`src/rtl/ht_weight_gen.sv`:
```
`default_nettype none
// ============================================================================
// Module   : ht_weight_gen
// Purpose  : Histogram front end for a Huffman coder. Counts occurrences of
//            each of 8 symbols over one frame (3-bit saturating counters),
//            then streams the 8 weights to the downstream Huffman stage and
//            waits for that stage to finish (code_valid high then low)
//            before accepting the next frame.
// Ports    : clk        - rising-edge clock
//            rst_n      - asynchronous reset, ACTIVE-HIGH despite the name
//            in_valid   - symbol strobe (ignored while in_ready=0)
//            in_symbol  - symbol index 0..7
//            in_last    - final symbol of the frame
//            in_mode    - code-output mode, sampled on first symbol
//            code_valid - downstream out_valid, used for frame completion
//            in_ready   - 1 = accepting symbols
//            out_valid  - weight strobe, 8 consecutive cycles per frame
//            out_weight - weight of symbol k on the k-th strobe cycle
//            out_mode   - latched mode, only on the first strobe cycle
// Revision : 1.0 - initial release
// ============================================================================
module ht_weight_gen (
   input  logic       clk,
   input  logic       rst_n,
   input  logic       in_valid,
   input  logic [2:0] in_symbol,
   input  logic       in_last,
   input  logic       in_mode,
   input  logic       code_valid,
   output logic       in_ready,
   output logic       out_valid,
   output logic [2:0] out_weight,
   output logic       out_mode
);

   localparam int         NUM_SYMS = 8;
   localparam logic [2:0] CNT_MAX  = 3'd7;
   localparam logic [2:0] IDX_LAST = 3'd7;

   typedef enum logic [2:0] {
      S_IDLE    = 3'd0,
      S_COUNT   = 3'd1,
      S_GAP     = 3'd2,
      S_EMIT    = 3'd3,
      S_WAIT_HI = 3'd4,
      S_WAIT_LO = 3'd5
   } state_t;

   state_t     state_q, state_d;
   logic [2:0] cnt_q [NUM_SYMS];
   logic [2:0] cnt_d [NUM_SYMS];
   logic       mode_q, mode_d;
   logic [2:0] idx_q, idx_d;
   logic       in_ready_q, in_ready_d;
   logic       out_valid_q, out_valid_d;
   logic [2:0] out_weight_q, out_weight_d;
   logic       out_mode_q, out_mode_d;
   logic [2:0] idx_next;

   assign idx_next = idx_q + 3'd1;

   always_comb begin
      state_d      = state_q;
      mode_d       = mode_q;
      idx_d        = idx_q;
      out_weight_d = 3'd0;
      out_mode_d   = 1'b0;
      for (int i = 0; i < NUM_SYMS; i++) begin
         cnt_d[i] = cnt_q[i];
      end

      case (state_q)
         S_IDLE: begin
            if (in_valid) begin
               // First symbol starts a fresh histogram.
               for (int i = 0; i < NUM_SYMS; i++) begin
                  cnt_d[i] = 3'd0;
               end
               cnt_d[in_symbol] = 3'd1;
               mode_d           = in_mode;
               state_d          = in_last ? S_GAP : S_COUNT;
            end
         end
         S_COUNT: begin
            if (in_valid) begin
               if (cnt_q[in_symbol] != CNT_MAX) begin
                  cnt_d[in_symbol] = cnt_q[in_symbol] + 3'd1;
               end
               if (in_last) begin
                  state_d = S_GAP;
               end
            end
         end
         S_GAP: begin
            // Preload the first weight so it appears with the first strobe.
            state_d      = S_EMIT;
            idx_d        = 3'd0;
            out_weight_d = cnt_q[0];
            out_mode_d   = mode_q;
         end
         S_EMIT: begin
            // idx_q is the weight currently on the outputs; fetch the next.
            if (idx_q == IDX_LAST) begin
               state_d = S_WAIT_HI;
            end else begin
               idx_d        = idx_next;
               out_weight_d = cnt_q[idx_next];
            end
         end
         S_WAIT_HI: begin
            if (code_valid) begin
               state_d = S_WAIT_LO;
            end
         end
         S_WAIT_LO: begin
            if (!code_valid) begin
               state_d = S_IDLE;
            end
         end
         default: begin
            state_d = S_IDLE;
         end
      endcase

      // Registered outputs are derived from the next state so they line up
      // with the state they describe.
      out_valid_d = (state_d == S_EMIT);
      in_ready_d  = (state_d == S_IDLE) || (state_d == S_COUNT);
   end

   always_ff @(posedge clk or posedge rst_n) begin
      if (rst_n) begin
         state_q      <= S_IDLE;
         mode_q       <= 1'b0;
         idx_q        <= 3'd0;
         in_ready_q   <= 1'b1;
         out_valid_q  <= 1'b0;
         out_weight_q <= 3'd0;
         out_mode_q   <= 1'b0;
         for (int i = 0; i < NUM_SYMS; i++) begin
            cnt_q[i] <= 3'd0;
         end
      end else begin
         state_q      <= state_d;
         mode_q       <= mode_d;
         idx_q        <= idx_d;
         in_ready_q   <= in_ready_d;
         out_valid_q  <= out_valid_d;
         out_weight_q <= out_weight_d;
         out_mode_q   <= out_mode_d;
         for (int i = 0; i < NUM_SYMS; i++) begin
            cnt_q[i] <= cnt_d[i];
         end
      end
   end

   assign in_ready   = in_ready_q;
   assign out_valid  = out_valid_q;
   assign out_weight = out_weight_q;
   assign out_mode   = out_mode_q;

endmodule
`default_nettype wire
```
`config.mk`:
```
export PLATFORM = sky130hd
export DESIGN_NAME = ht_weight_gen
export DESIGN_NICKNAME = d
export VERILOG_FILES = /design/src/rtl/ht_weight_gen.sv
export SDC_FILE = /design/constraint.sdc
export NUM_CORES = 1
export LEC_CHECK = 0
export BUFFER_PORTS_ARGS = -buffer_cell sky130_fd_sc_hd__buf_2
export CORE_MARGIN = 3
export CORE_UTILIZATION = 40
export CTS_BUF_LIST = sky130_fd_sc_hd__clkbuf_16
export CTS_CLUSTER_DIAMETER = 80
export DETAILED_ROUTE_END_ITERATION = 10
export PLACE_DENSITY = 0.57
export SLEW_MARGIN = 20
export SYNTH_ARGS = -nofsm -noshare
export SYNTH_HDL_FRONTEND = slang
export SYNTH_SLANG_ARGS = --single-unit
```
`constraint.sdc`:
```
create_clock -name clk -period 3.3 [get_ports clk]
set_input_delay 0.165 -clock clk [delete_from_list [all_inputs] [get_ports clk]]
set_output_delay 0.165 -clock clk [all_outputs]
set_load 0.01 [all_outputs]
```
==> out/qor.txt <==
Outcome: finished with violations
Failing checks: hold timing
Via count of the routed design: 1633
CTS Hold Bufs: 0
GR Overflow Total: 0
I/O Pins: 15
Worst hold margin: -0.0182 ns
Longest Clk Path Bufs: 2
Final period util: 85.4%
Worst-margin pin slew: 1.02 ns
Worst Hold Class: input pin to asynchronous set/reset pin
CTS H-Tree Depth: 2
Largest net degree at the start of global routing: 38
Routed wire length: 5.13 mm
RSZ-0062 raised after global routing: false
DRT antenna net count: 0
CTS tree: yes
Syn Area/Cell: 11.2 µm²
Final Hold Violating Endpoints: 36
CP Capture Type: flip-flop
Sequential-to-total area share from yosys stat: 42.3%
Layout cells sized above 1: 22.3%
Num rows: 26
WP data required: 3.49 ns
Initial core utilization: 42.1%
Synth warn: 0
EDFF count, synth: 0
P&R area growth vs syn: 12.2%
Slew HR: 31.5%
Crit path largest cell delay: 0.60 ns
DRC violations left: 0
Arr. time, crit path: 3.01 ns
Cell breakdown of the critical path: mux2_1, mux4_2, ha_1, ha_1, a21bo_2, nor3_1, mux2i_1
Synth cell types: 48
GP Congestion: 0.828
1st-iter DRT viols: 128
Cell mode on critical path: ha_1
Core Box Area: 5200 µm²
Die H: 80.0 µm
CP Max Fanout: 9
Post-synth net total: 209
Max Freq: 355 MHz
Post-DP HPWL: 3.64 mm
Die X: 80.0 µm
Port bufs: 14
CTS resizes: 0
Peak supply drop: 0.000746 V
Via density per instance: 5.92
MaxCap Viol Count: 0
Setup TNS: 0 ns
N_diodes: 0
GRT Overall Usage: 17.8%
Initial antenna violation count: 0
WL/cell: 18.6 µm
Number of global-route vias before repair: 1685
CTS Buf Count: 5
Type of the worst setup path: flip-flop to flip-flop
Leak: 1.10 nW
First-pass GRT wire length: 8.67 mm
Final Skew: 0.00410 ns
Clock Tree Root: clkbuf_16
DRT Pass-1 Iters: 4
Slew Limit Fails: 0
Tmin final: 2.82 ns
Synth async-reset ratio: 100%
Crit path buf inv count: 0
Clock Pin Slew Worst Setup and Hold Paths: 0.06 ns
Top FF cell, synth: dfrtp_1
Cell area after synthesis: 2190 µm²
Syn Inst Count: 196
Slowest CP cell: mux4_2
Nature of the critical path startpoint: flip-flop
Setup violators final: 0
Commonest cells after routing, fill and taps aside: dfrtp_1, nand2_1, mux2i_1
Commonest non-fill, non-tap cell in the layout: dfrtp_1
Nets: 218
Clock network latency to the later pin of the worst-skew pair: 0.28 ns
Synth Register Bits: 37
Clock sink total: 37
PwrDens: 811 nW/µm²
Delay-heaviest family, CP: multiplexers
Die footprint: 6400 µm²
Setup Buffers After CTS: 0
registers in the layout, summed over array words and instances (netlist names):
| name | cells |
|---|---|
| cnt_q | 24 |
| idx_q | 3 |
| out_weight | 3 |
| state_q | 3 |
| in_ready | 1 |
| mode_q | 1 |
| out_mode | 1 |
| out_valid | 1 |
cells by family (layout without fill, tap and decap cells):
kind of cell,Yosys count,count (layout),share of synthesized area [%]
fa+ha+maj,4,4,2.28
simple gates,68,68,17.6
compound gates,36,36,13.5
flops,37,37,42.3
buf+inv,17,27,3.82
mux,34,34,20.5
worst register-to-register path, cell delays in order, from the launching register on:
cell	delay, ns
dfrtp_1	0.40
mux2_1	0.30
mux4_2	0.60
ha_1	0.27
ha_1	0.22
a21bo_2	0.25
nor3_1	0.46
mux2i_1	0.24
Yosys cell counts (3+ instances only):
| library cell | instances | area, µm² |
|---|---|---|
| dfrtp_1 | 36 | 901 |
| nand2_1 | 20 | 75.1 |
| mux2i_1 | 16 | 160 |
| nor2_1 | 10 | 37.5 |
| mux2_2 | 8 | 90.1 |
| a22o_1 | 6 | 52.6 |
| clkbuf_1 | 6 | 22.5 |
| mux4_2 | 6 | 135 |
| a32oi_1 | 5 | 43.8 |
| and3_1 | 5 | 31.3 |
| o211ai_1 | 5 | 37.5 |
| a31oi_1 | 4 | 25.0 |
| buf_2 | 4 | 20.0 |
| ha_1 | 4 | 50.1 |
| a21oi_1 | 3 | 15.0 |
| a22oi_2 | 3 | 37.5 |
| inv_1 | 3 | 11.3 |
| nand2b_1 | 3 | 18.8 |
| nand3_1 | 3 | 15.0 |
| nand3b_1 | 3 | 22.5 |
| nor3b_1 | 3 | 22.5 |
cell type report:
type                    count  area, µm²
clock buffers               5        125
clock inverters             3       41.3
fillers                   501       2750
inverters                   3       11.3
multi-input cells         142       1180
flip-flops and latches     37        927
well taps                  70       87.6
repair buffers             16       85.1
stage by stage:
stage / utilization [%] / worst slack (ns) / cells / power [mW] / area, µm²
detailed placement: 44.0 / 0.316 / 268 / 1.46 / 2290
finish: 47.2 / 0.481 / 276 / 1.99 / 2460
global placement: 44.0 / 0.428 / 268 / 1.44 / 2290
global route: 47.2 / 0.294 / 276 / 2.12 / 2460
floorplan: - / 0.731 / 196 / 1.27 / 2190
CTS: 47.2 / 0.464 / 276 / 2.01 / 2460
path summary, 6_finish.rpt:
| kind | from | to | slack (ns) | depth (start not counted) |
|---|---|---|---|---|
| setup / recovery | cnt_q[18] | cnt_q[4] | 0.48 | 7 |
| hold / removal | rst_n | out_mode | -0.02 | 3 |
| setup reg to reg | cnt_q[18] | cnt_q[4] | 0.48 | 7 |
| hold reg to reg | mode_q | out_mode | 0.48 | 1 |
| max in group asynchronous | rst_n | in_ready | 2.97 | 3 |
| min in group clk | in_mode | mode_q | 0.12 | 2 |
metal layers:
layer / part of all wire, % / track usage, % / wire length, µm
met2: 48 / 27.0 / 2460
met5: 0 / 0 / 0
met1: 47 / 25.7 / 2400
met3: 4.3 / 3.50 / 221
met4: 0.96 / 5.41 / 49
report_power, final:
part           switching, mW  total (mW)  internal, mW  leakage [nW]
Clock                  0.182       0.536         0.353        0.0775
Sequential             0.144       0.729         0.585         0.484
Combinational          0.378       0.729         0.351         0.542
No activity file was read; power rests on OpenSTA's default activity.
